<file path="config.mk">
export PLATFORM = sky130hd
export DESIGN_NAME = stage_operator_writeback_flat
export DESIGN_NICKNAME = d
export VERILOG_FILES = /design/src/rtl/stage_operator_writeback_if.sv /design/src/rtl/stage_operator_writeback.sv /design/src/flat_wrapper.sv
export SDC_FILE = /design/constraint.sdc
export NUM_CORES = 1
export LEC_CHECK = 0
export BUFFER_PORTS_ARGS = -buffer_cell sky130_fd_sc_hd__buf_2
export CORE_MARGIN = 2
export CORE_UTILIZATION = 35
export DETAILED_ROUTE_END_ITERATION = 16
export GPL_TIMING_DRIVEN = 0
export RECOVER_POWER = 50
export SETUP_SLACK_MARGIN = 0.02
export SLEW_MARGIN = 10
export SYNTH_ARGS = -nofsm -noshare
export SYNTH_HDL_FRONTEND = slang
export SYNTH_SLANG_ARGS = --single-unit
</file>
<file path="constraint.sdc">
create_clock -name i_Clock -period 3.78 [get_ports i_Clock]
set_input_delay 0.378 -clock i_Clock [delete_from_list [all_inputs] [get_ports i_Clock]]
set_output_delay 0.378 -clock i_Clock [all_outputs]
set_load 0.005 [all_outputs]
</file>
<file path="src/rtl/stage_operator_writeback_if.sv">
// Operator-output bus into the writeback/mix stage. The algorithm word is laid out as
// [11:4] ModulateWithOP (ignored here), [3] IsACarrier, [2:0] NumCarriers.
interface stage_operator_writeback_if;
    logic               i_Valid;
    logic [7:0]         i_VoiceOperator;
    logic [11:0]        i_AlgorithmWord;
    logic signed [15:0] i_Sample;
    logic [7:0]         o_OperatorWritebackID;
    logic signed [15:0] o_OperatorWritebackValue;
    logic signed [15:0] o_Sample;
    logic               o_SampleValid;
    logic               o_Clipped;

    modport slave (
        input  i_Valid, i_VoiceOperator, i_AlgorithmWord, i_Sample,
        output o_OperatorWritebackID, o_OperatorWritebackValue,
               o_Sample, o_SampleValid, o_Clipped
    );

    modport master (
        output i_Valid, i_VoiceOperator, i_AlgorithmWord, i_Sample,
        input  o_OperatorWritebackID, o_OperatorWritebackValue,
               o_Sample, o_SampleValid, o_Clipped
    );
endinterface

</file>
<file path="src/rtl/stage_operator_writeback.sv">
// Last operator pipeline stage: writes each operator sample back to the modulator and
// mixes carrier outputs of every voice into one saturated audio sample per frame.
module stage_operator_writeback #(
    parameter int         MIX_SHIFT = 5,
    parameter int         ACC_WIDTH = 24,
    parameter logic [7:0] LAST_ID   = 8'd255
) (
    input logic                    i_Clock,
    input logic                    i_Reset,
    stage_operator_writeback_if.slave bus
);
    localparam logic signed [ACC_WIDTH-1:0] SAT_MAX = ACC_WIDTH'(32767);
    localparam logic signed [ACC_WIDTH-1:0] SAT_MIN = ACC_WIDTH'(-32768);

    logic [7:0]                  wb_id_reg;
    logic signed [15:0]          wb_value_reg;
    logic                        s1_valid_reg;
    logic                        s1_last_reg;
    logic                        s1_carrier_reg;
    logic signed [31:0]          s1_product_reg;
    logic signed [ACC_WIDTH-1:0] acc_reg;
    logic signed [15:0]          sample_reg;
    logic                        sample_valid_reg;
    logic                        clipped_reg;

    logic [15:0]                 recip;
    logic signed [31:0]          sample_ext;
    logic signed [31:0]          recip_ext;
    logic signed [31:0]          product;
    logic signed [31:0]          product_shifted;
    logic signed [ACC_WIDTH-1:0] contrib;
    logic signed [ACC_WIDTH-1:0] sum;
    logic signed [ACC_WIDTH-1:0] scaled;
    logic signed [15:0]          sample_next;
    logic                        clipped_next;

    // Q15 reciprocal of the carrier count; a count of 0 is treated as a single carrier.
    always_comb begin
        recip = 16'd32767;
        case (bus.i_AlgorithmWord[2:0])
            3'd2:    recip = 16'd16384;
            3'd3:    recip = 16'd10923;
            3'd4:    recip = 16'd8192;
            3'd5:    recip = 16'd6554;
            3'd6:    recip = 16'd5461;
            3'd7:    recip = 16'd4681;
            default: recip = 16'd32767;
        endcase
    end

    assign sample_ext      = 32'(bus.i_Sample);
    assign recip_ext       = {16'd0, recip};
    assign product         = sample_ext * recip_ext;
    assign product_shifted = s1_product_reg >>> 15;
    assign contrib         = s1_carrier_reg ? ACC_WIDTH'(product_shifted) : '0;
    assign sum             = acc_reg + contrib;
    assign scaled          = sum >>> MIX_SHIFT;

    always_comb begin
        sample_next  = scaled[15:0];
        clipped_next = 1'b0;
        if (scaled > SAT_MAX) begin
            sample_next  = 16'sd32767;
            clipped_next = 1'b1;
        end else if (scaled < SAT_MIN) begin
            sample_next  = -16'sd32768;
            clipped_next = 1'b1;
        end
    end

    always_ff @(posedge i_Clock or posedge i_Reset) begin
        if (i_Reset) begin
            wb_id_reg        <= '0;
            wb_value_reg     <= '0;
            s1_valid_reg     <= 1'b0;
            s1_last_reg      <= 1'b0;
            s1_carrier_reg   <= 1'b0;
            s1_product_reg   <= '0;
            acc_reg          <= '0;
            sample_reg       <= '0;
            sample_valid_reg <= 1'b0;
            clipped_reg      <= 1'b0;
        end else begin
            // Holding the last write keeps the modulator's every-cycle write idempotent.
            if (bus.i_Valid) begin
                wb_id_reg    <= bus.i_VoiceOperator;
                wb_value_reg <= bus.i_Sample;
            end

            s1_valid_reg   <= bus.i_Valid;
            s1_last_reg    <= bus.i_Valid && (bus.i_VoiceOperator == LAST_ID);
            s1_carrier_reg <= bus.i_Valid && bus.i_AlgorithmWord[3];
            s1_product_reg <= product;

            sample_valid_reg <= 1'b0;
            clipped_reg      <= 1'b0;
            if (s1_valid_reg) begin
                if (s1_last_reg) begin
                    // Closing entry's own contribution belongs to the frame it closes.
                    sample_reg       <= sample_next;
                    clipped_reg      <= clipped_next;
                    sample_valid_reg <= 1'b1;
                    acc_reg          <= '0;
                end else begin
                    acc_reg <= sum;
                end
            end
        end
    end

    assign bus.o_OperatorWritebackID    = wb_id_reg;
    assign bus.o_OperatorWritebackValue = wb_value_reg;
    assign bus.o_Sample                 = sample_reg;
    assign bus.o_SampleValid            = sample_valid_reg;
    assign bus.o_Clipped                = clipped_reg;
endmodule

</file>
<file path="src/flat_wrapper.sv">
// flat-port wrapper written by rule: the top's interface ports become plain ports
module stage_operator_writeback_flat 
#(
    parameter int         MIX_SHIFT = 5,
    parameter int         ACC_WIDTH = 24,
    parameter logic [7:0] LAST_ID   = 8'd255
)
  (i_Clock, i_Reset, bus_i_Valid, bus_i_VoiceOperator, bus_i_AlgorithmWord, bus_i_Sample, bus_o_OperatorWritebackID, bus_o_OperatorWritebackValue, bus_o_Sample, bus_o_SampleValid, bus_o_Clipped);
  stage_operator_writeback_if bus_i ();
  input logic i_Clock;
  input logic i_Reset;
  input wire logic [$bits(bus_i.i_Valid)-1:0] bus_i_Valid;
  input wire logic [$bits(bus_i.i_VoiceOperator)-1:0] bus_i_VoiceOperator;
  input wire logic [$bits(bus_i.i_AlgorithmWord)-1:0] bus_i_AlgorithmWord;
  input wire logic [$bits(bus_i.i_Sample)-1:0] bus_i_Sample;
  output wire logic [$bits(bus_i.o_OperatorWritebackID)-1:0] bus_o_OperatorWritebackID;
  output wire logic [$bits(bus_i.o_OperatorWritebackValue)-1:0] bus_o_OperatorWritebackValue;
  output wire logic [$bits(bus_i.o_Sample)-1:0] bus_o_Sample;
  output wire logic [$bits(bus_i.o_SampleValid)-1:0] bus_o_SampleValid;
  output wire logic [$bits(bus_i.o_Clipped)-1:0] bus_o_Clipped;
  assign bus_i.i_Valid = bus_i_Valid;
  assign bus_i.i_VoiceOperator = bus_i_VoiceOperator;
  assign bus_i.i_AlgorithmWord = bus_i_AlgorithmWord;
  assign bus_i.i_Sample = bus_i_Sample;
  assign bus_o_OperatorWritebackID = bus_i.o_OperatorWritebackID;
  assign bus_o_OperatorWritebackValue = bus_i.o_OperatorWritebackValue;
  assign bus_o_Sample = bus_i.o_Sample;
  assign bus_o_SampleValid = bus_i.o_SampleValid;
  assign bus_o_Clipped = bus_i.o_Clipped;
  stage_operator_writeback #(.MIX_SHIFT(MIX_SHIFT), .ACC_WIDTH(ACC_WIDTH), .LAST_ID(LAST_ID)) u_core (.i_Clock(i_Clock), .i_Reset(i_Reset), .bus(bus_i));
endmodule
</file>
==> results of run 1 <==
==> synth_stat cells, drive strengths merged, types with 3 or more instances <==
cell type	instances	area (µm²)
a211o	4	35.03
a211oi	9	85.08
a21boi	15	150.2
a21o	18	136.4
a21oi	47	265.3
a221o	3	32.53
a31oi	7	43.79
and2	119	744.5
and3	3	18.77
and4	6	53.80
buf	14	100.1
clkbuf	38	143.9
dfrtp	86	2152
fa	237	4745
ha	109	1364
inv	341	1280
mux2	23	259.0
nand2	116	435.4
nand2b	3	18.77
nand3	10	50.05
nand4	7	56.30
nor2	28	107.6
nor3	11	71.32
nor4	3	33.78
o211ai	7	66.31
o21a	3	22.52
o21ai	37	237.7
o21bai	9	67.56
o22ai	22	137.6
xnor2	36	334.1
xor2	16	158.9
==> logic make-up (layout without fill, tap and decap cells) <==
group                      Yosys count  after routing
AOI/OAI and AO/OA                  197            197
xor gates and xnor gates            52             52
adders and majority gates          347            347
buffers and inverters              394            554
DFF                                 86             86
muxes                               23             23
and+or+nand+nor                    317            317
==> worst register-to-register path, cell delays in order (launching register included) <==
cell and delay (ps):
dfrtp_1 490, clkbuf_1 320, and2_1 200, ha_1 290
a21oi_1 210, o21ai_0 150, a221o_2 500, a31oi_1 370
o221ai_1 180, xnor2_1 350, a21boi_2 220, o21ai_1 60
==> metrics by stage <==
| step | util [%] | cell area (µm²) | TNS [ps] | instances | worst slack, ps |
|---|---|---|---|---|---|
| 2_1_floorplan | - | 14050 | -34070 | 1416 | -2183 |
| 3_3_place_gp | 38.93 | 15050 | -55800 | 2003 | -3526 |
| 3_5_place_dp | 39.01 | 15080 | -56350 | 2004 | -3558 |
| 4_1_cts | 42.04 | 16250 | -33770 | 2074 | -2082 |
| 5_1_grt | 43.03 | 16630 | -36590 | 2094 | -2312 |
| 6_report | 43.03 | 16630 | -34130 | 2094 | -2140 |
==> routing by layer <==
| metal | up-vias | part of all wire, % |
|---|---|---|
| met5 | - | 0 |
| met4 | 0 | 1.7 |
| met3 | 34 | 5.9 |
| met2 | 256 | 49 |
| met1 | 5051 | 43 |
| li1 | 4695 | - |
==> worst paths after layout <==
kind                                        start  slack (ps)  cells past startpoint                                     end
hold reg to reg            u_core.bus.o_Sample[4]         470                      2                  u_core.bus.o_Sample[4]
hold / removal                        bus_i_Valid         160                      1                     u_core.s1_valid_reg
max in group asynchronous                 i_Reset         760                      3                  u_core.bus.o_Sample[4]
min in group asynchronous                 i_Reset         480                      2  u_core.bus.o_OperatorWritebackValue[3]
setup / recovery           bus_i_AlgorithmWord[1]       -2140                     25               u_core.s1_product_reg[25]
setup reg to reg            u_core.s1_carrier_reg         320                     11                 u_core.bus.o_Sample[12]
==> repair_timing <==
item / in CTS / in global routing
gates resized for setup: 113 / 72
pin swaps: 64 / 29
setup buffers: 52 / 23
gates cloned: 2 / 1
endpoints found under the setup margin: 17 / 17
==> layout make-up <==
cell class / count / area (µm²) / area share (%)
Clock buffer: 11 / 252.7 / 1.520
Buffer: 53 / 431.7 / 2.596
Inverter: 341 / 1305 / 7.847
Clock inverter: 5 / 41.29 / 0.2483
Timing Repair Buffer: 144 / 1041 / 6.260
Sequential cell: 86 / 2152 / 12.94
Multi-Input combinational cell: 936 / 10760 / 64.69
Tap cell: 518 / 648.1 / 3.897
==> out/results.tsv, run 1 <==
metric	value	unit
FILL cells	3713	
die area	0.04070	mm²
final cycle utilization of the critical path	156.6	%
Critical path buffers and inverters	8	
drt via density	4.793	
clock root cell	clkbuf_16	
min cycle time layout	5920	ps
Worst setup SP type	input pin	
Global Route Usage Sum	18.23	%
post-synth net total	1801	
global-route wire length before repair	58320	µm
# rows	72	
ys flop type	dfrtp_1	
layout net count	1956	
Crit Path Class	in2reg	
Synth Area in Simple Gates	12.32	%
synthesized flop and latch total	86	
number of synthesized flops with an enable pin	0	
initial antenna violation count	0	
clock transition at the registers of the reported paths	70	ps
Clock Sinks	86	
DRC Markers	0	
die span in y	201.7	µm
GRT met1 Usage	23.71	%
HP Class	in2reg	
met3 Track Usage GR	3.320	%
clk buf depth	2	
Initial Utilization	35.41	%
arrival time worst endpoint	6150	ps
Netlist cell types	78	
met2 usage	31.35	%
CTS tree	yes	
diode count	0	
max-cap violation count	2	
DRT Pass-1 Iters	5	
RSZ-0062 raised after global routing	true	
Worst EP required	4010	ps
Mapped Cells	1416	
YS warnings	0	
ys async rst share	100.0	%
hold slack	157.9	ps
Pins Over Slew Limit	89	
total number of vias	10036	
Area Growth Syn to Fin	21.51	%
Skew-Pair Late Insertion Delay	350	ps
GP Congestion	0.8846	
sequential-to-total area share from yosys stat	15.72	%
GRT Max-Usage Layer	met2	
commonest cells after routing, fill and taps aside	303 x inv_1, 210 x fa_1, 113 x and2_1	
H-tree levels	3	
failing checks	capacitance limit, slew limit, setup timing	
commonest non-fill, non-tap cell in the layout	inv_1	
vias in the first global route	10861	
Final ANT Viol Nets	0	
Detailed Route Iter0 Violations	424	
most used cell, CP	fa_1	
Final Setup Violations	17	
Routed wire per std cell	16.88	µm
post-synthesis compound-gate area fraction	10.54	%
slowest stage cell, crit path	fa_1	
skew final	10.19	ps
Crit path max-delay family	adder cells	
share of cells above drive strength 1	26.40	%
cts hold-fix bufs	0	
Worst path max stage delay	540	ps
largest family of logic cells by synthesized area	adder cells	
fmax	168.9	MHz
Num CTS Buffers	9	
Post-Synth Adder-Cell Area	44.71	%
Largest register FFs	24	
syn_area_per_cell	9.665	µm²
mapped cell area	0.01369	mm²
mux share of post-synthesis cell area	1.892	%
die width	201.7	µm
largest net degree at the start of global routing	46	
status	complete, but fails checks	
total grt overflow	0	
Hold Vio Cnt, Final	0	
IO Port Bufs	69	
CP max FO	6	
Critical Path Sink Type	flop	
Core ar.	0.03865	mm²
Setup WS post-layout	-2140	ps
headroom to the max-slew limit	-29.35	%
Synth Area in XOR/XNOR	3.602	%
worst-margin pin slew	1937	ps
# IOs	81	
post-DP HPWL	28300	µm
Total Wirelength	35350	µm
Power of run 1 is left out: the tool's default activity adds up to more than one toggle a clock period on the data nets, which glitch-free logic cannot reach.
==> run 2, diff against run 1 <==
--- a/config.mk
+++ b/config.mk
@@ -10,5 +10,5 @@
 export CORE_UTILIZATION = 35
 export DETAILED_ROUTE_END_ITERATION = 16
-export GPL_TIMING_DRIVEN = 0
+export GPL_TIMING_DRIVEN = 1
 export RECOVER_POWER = 50
 export SETUP_SLACK_MARGIN = 0.02
==> constraint.sdc (replaced) <==
create_clock -name i_Clock -period 3.78 [get_ports i_Clock]
set_input_delay 0.189 -clock i_Clock [delete_from_list [all_inputs] [get_ports i_Clock]]
set_output_delay 0.189 -clock i_Clock [all_outputs]
set_load 0.005 [all_outputs]
==> run 2 against run 1 <==
  * The flow still finishes with violations (capacitance limit, slew limit, setup timing)
  * Register-to-register slack worse by 20 ps
  * Fmax is 5.7% higher
  * Count of clock-buffer cells in the layout fell by 2
  * Core utilization up 1.8 points
  * Clock skew is 2.6 ps higher
  * Final area is 4.2% higher
  * Critical endpoint is now u_core.s1_product_reg[29]
  * Critical path type unchanged
  * Cell count is 5.2% higher
  * Non-clock buffer count is 108 higher
  * Worst hold slack got worse by 77 ps
  * Worst setup slack improved by 320 ps
  * Sequential share of layout area fell by 0.53 points
  * Critical path depth is 4 higher
==> out/results.tsv, run 2 (synthesized netlist as in run 1, its figures left out) <==
metric	value	unit
min cycle time layout	5601	ps
post-DP HPWL	29490	µm
headroom to the max-slew limit	-61.83	%
FILL cells	3607	
Num CTS Buffers	9	
GP Congestion	0.9463	
layout net count	2065	
IO Port Bufs	72	
Critical path buffers and inverters	12	
# rows	72	
clock transition at the registers of the reported paths	70	ps
failing checks	capacitance limit, slew limit, setup timing	
share of cells above drive strength 1	29.85	%
worst-margin pin slew	2414	ps
Detailed Route Iter0 Violations	451	
Core ar.	0.03865	mm²
Register-to-Register Path Depth	10	
Initial Utilization	35.41	%
Critical Path Sink Type	flop	
DRC Markers	0	
max-cap violation count	2	
Setup WS post-layout	-1821	ps
Final Setup Violations	17	
Clock Sinks	86	
cts hold-fix bufs	0	
Area Growth Syn to Fin	26.67	%
RR Startpoint	u_core.s1_carrier_reg	
Worst setup SP type	input pin	
H-tree levels	3	
clk buf depth	2	
total number of vias	10245	
vias in the first global route	11173	
CTS tree	yes	
largest net degree at the start of global routing	54	
RSZ-0062 raised after global routing	true	
global-route wire length before repair	58110	µm
Worst Setup SP	bus_i_AlgorithmWord[1]	
arrival time worst endpoint	5870	ps
FF-to-FF setup slack	300	ps
diode count	0	
Crit Path Class	in2reg	
Crit path depth	29	
Skew-Pair Late Insertion Delay	350	ps
Worst path max stage delay	520	ps
Total Wirelength	34720	µm
Global Route Usage Sum	17.95	%
Hold Vio Cnt, Final	0	
Final ANT Viol Nets	0	
multi-input logic area	0.01061	mm²
clock root cell	clkbuf_16	
DP Worst Slack	-2530	ps
DRT Pass-1 Iters	4	
final cycle utilization of the critical path	148.2	%
skew final	12.74	ps
fmax	178.5	MHz
status	complete, but fails checks	
Pins Over Slew Limit	82	
die width	201.7	µm
drt via density	4.650	
total grt overflow	0	
HP Class	in2reg	
most used cell, CP	fa_1	
Crit path max-delay family	adder cells	
CP max FO	6	
RR Endpoint	u_core.bus.o_Sample[8]	
Largest register FFs	24	
initial antenna violation count	1	
# IOs	81	
die area	0.04070	mm²
slowest stage cell, crit path	fa_1	
Routed wire per std cell	15.76	µm
commonest non-fill, non-tap cell in the layout	inv_1	
commonest cells after routing, fill and taps aside	316 x inv_1, 217 x fa_1, 203 x buf_4	
Worst EP required	4050	ps
die span in y	201.7	µm
register area	0.002152	mm²
Critical Path Sink	u_core.s1_product_reg[29]	
-- run 2: timing repair --
action | CTS | global route
resized for setup | 83 | 28
pin swaps | 78 | 42
buffers inserted | 21 | 6
endpoints found under the setup margin | 17 | 25
hold endpoints to repair | 0 | 0
gates cloned | 1 | 1
-- run 2: worst min-delay path by stage --
stage | from | to | slack, ps | cells past startpoint
after floorplan | bus_i_Valid | u_core.s1_valid_reg | 220 | 0
after global placement | i_Reset | u_core.bus.o_OperatorWritebackValue[0] | 420 | 2
after detailed placement | i_Reset | u_core.bus.o_OperatorWritebackValue[0] | 420 | 2
after CTS | i_Reset | u_core.bus.o_OperatorWritebackValue[0] | 30 | 2
after global routing | bus_i_AlgorithmWord[3] | u_core.s1_carrier_reg | 80 | 2
final | bus_i_VoiceOperator[6] | u_core.bus.o_OperatorWritebackID[6] | 80 | 3
-- run 2: metal layers --
metal | GRT usage (%) | up-vias | routed length, µm
li1 | - | 4910 | -
met1 | 23.64 | 5079 | 15660
met2 | 31.38 | 207 | 17020
met3 | 1.684 | 49 | 1244
met4 | 5.252 | 0 | 789
met5 | 0 | - | 0
-- run 2: worst min-delay path, cell delays in order --
cell     delay, ps
buf_2           70
nand2_1         50
o21ai_0         70
-- run 2: area by class of cell --
| type | instances | area share [%] |
|---|---|---|
| clock inverter | 7 | 0.4619 |
| sequential | 86 | 12.41 |
| inverter | 341 | 7.470 |
| tap | 518 | 3.739 |
| clock buffer | 9 | 1.299 |
| multi-input combinational | 937 | 61.18 |
| timing repair buffer | 305 | 13.43 |
-- run 2: per-stage QoR --
stage	cells	area (µm²)	utilization [%]	hold WS [ps]	setup TNS, ps
global route	2203	17340	44.86	75.01	-32860
finish	2203	17340	44.86	81.41	-29240
detailed placement	2158	16350	42.30	416.4	-40200
floorplan	1416	14050	-	220.4	-30860
global placement	2158	16350	42.30	420.0	-37930
CTS	2196	17150	44.38	31.81	-28510
Power of run 2 is left out for the same reason.
==> run 3, diff against run 2 <==
CORE_MARGIN = default   (was 2)
clock period = 6.45 ns   (was 3.78 ns; I/O delays follow)
==> run 3 against run 2 <==
  * The run ends with capacitance limit, slew limit left
  * Worst setup slack better by 2200 ps
  * Count of clock-buffer cells in the layout unchanged
  * Sequential share of layout area up 1.9 points
  * Core utilization down 5.8 points
  * Worst hold slack better by 130 ps
  * Register-to-register slack better by 2500 ps
  * Cell count down 8.4%
  * Critical path type unchanged
==> out/results.tsv, run 3 (synthesized netlist as in run 1, its figures left out) <==
metric	value	unit
Hold Path Origin	bus_i_AlgorithmWord[3]	
skew final	12.22	ps
status	complete, but fails checks	
Largest register FFs	24	
die width	199.7	µm
Initial Utilization	35.41	%
total grt overflow	0	
clock transition at the registers of the reported paths	70	ps
commonest non-fill, non-tap cell in the layout	inv_1	
final cycle utilization of the critical path	94.26	%
Routed wire per std cell	15.65	µm
Core ar.	0.03865	mm²
Critical Path Sink Type	flop	
worst-margin pin slew	4162	ps
Area Growth Syn to Fin	10.23	%
headroom to the max-slew limit	-177.5	%
Detailed Route Iter0 Violations	530	
Num CTS Buffers	9	
post-DP HPWL	26530	µm
IO Port Bufs	72	
final instance area	0.01509	mm²
min cycle time layout	6080	ps
fmax	164.5	MHz
Global Route Usage Sum	17.01	%
Final ANT Viol Nets	0	
vias in the first global route	10123	
Clock Sinks	86	
clk buf depth	2	
Total Wirelength	31570	µm
clock root cell	clkbuf_16	
global-route wire length before repair	52630	µm
CP max FO	12	
CTS tree	yes	
initial antenna violation count	1	
# rows	72	
FILL cells	3897	
HP Class	in2reg	
GP Congestion	0.8791	
DRC Markers	0	
share of cells above drive strength 1	11.28	%
H-tree levels	3	
DP Worst Slack	-83.02	ps
Worst Setup SP	bus_i_AlgorithmWord[1]	
Worst setup SP type	input pin	
Placed Instance Area	0.01482	mm²
Worst EP required	6690	ps
layout net count	1879	
Setup WS post-layout	369.9	ps
DRT Pass-1 Iters	4	
drt via density	4.711	
# IOs	81	
max-cap violation count	2	
Setup Total Neg Slack	0	ps
Crit Path Class	in2reg	
commonest cells after routing, fill and taps aside	340 x inv_1, 237 x fa_1, 117 x and2_1	
total number of vias	9502	
Hold Vio Cnt, Final	0	
Pins Over Slew Limit	109	
arrival time worst endpoint	6320	ps
largest net degree at the start of global routing	81	
die span in y	199.7	µm
die area	0.03990	mm²
RR Startpoint	u_core.s1_carrier_reg	
failing checks	capacitance limit, slew limit	
Final Setup Violations	0	
Skew-Pair Late Insertion Delay	360	ps
RSZ-0062 raised after global routing	true	
[run 3: cell count changes in the layout (fill, tap and decap cells not counted), moves of 14 or more]
cell	previous run	this run
buf_4	203	43
fa_2	20	0
inv_1	316	340
ha_1	93	109
buf_6	21	0
nand2_1	101	115
buf_2	61	36
clkbuf_1	8	38
inv_2	21	0
fa_1	217	237
[run 3: cell type report]
cell class | count | area, µm² | share of cell area (%)
Inverter | 341 | 1281 | 8.493
Timing Repair Buffer | 120 | 695.7 | 4.611
Sequential cell | 86 | 2152 | 14.27
Antenna cell | 1 | 2.502 | 0.01659
Clock inverter | 6 | 71.32 | 0.4728
Clock buffer | 9 | 225.2 | 1.493
Multi-Input combinational cell | 936 | 10010 | 66.35
Tap cell | 518 | 648.1 | 4.296
[run 3: metal layers]
| layer | global-route usage [%] | vias to the layer above | routed length [µm] |
|---|---|---|---|
| li1 | - | 4546 | - |
| met3 | 1.579 | 25 | 985 |
| met1 | 23.49 | 4785 | 15120 |
| met4 | 3.675 | 0 | 369 |
| met2 | 28.95 | 146 | 15100 |
| met5 | 0 | - | 0 |
[run 3: worst paths after layout]
path	endpoint	slack, ps	depth (start not counted)
max	u_core.s1_product_reg[25]	370	26
min in group asynchronous	u_core.bus.o_OperatorWritebackValue[3]	500	3
min reg2reg	u_core.bus.o_Sample[7]	470	2
min	u_core.s1_carrier_reg	210	2
max in group asynchronous	u_core.bus.o_OperatorWritebackID[1]	1660	4
max reg2reg	u_core.bus.o_Sample[6]	2830	10
[run 3: through the flow]
step	util [%]	cells	hold slack (ps)
final	39.03	2017	209.0
after floorplan	-	1416	353.9
after global placement	38.35	2000	223.4
after CTS	39.14	2016	195.8
after detailed placement	38.35	2000	226.5
after global routing	39.03	2016	216.9
[run 3: worst max-delay path, cell delays in order]
cell and delay (ps):
buf_2 110, nor2b_4 220, nor2_2 60, a21o_1 270, buf_12 200, nand2_1 80
inv_1 80, fa_1 530, inv_1 60, fa_1 510, fa_1 470, fa_1 500
inv_1 60, fa_1 520, inv_1 50, fa_1 350, inv_1 70, ha_1 240
a21o_1 180, a21oi_1 180, inv_1 60, a2111o_1 410, and2_1 220, a211oi_4 280
o21ai_0 140, xor2_1 160
[run 3: timing repair]
action                                 in CTS  in global routing
buffers inserted                            0                  0
resized for setup                           0                  5
hold buffers                                1                  0
endpoints found under the hold margin       6                  0
setup endpoints to repair                   0                  5
Power of run 3 is left out for the same reason.
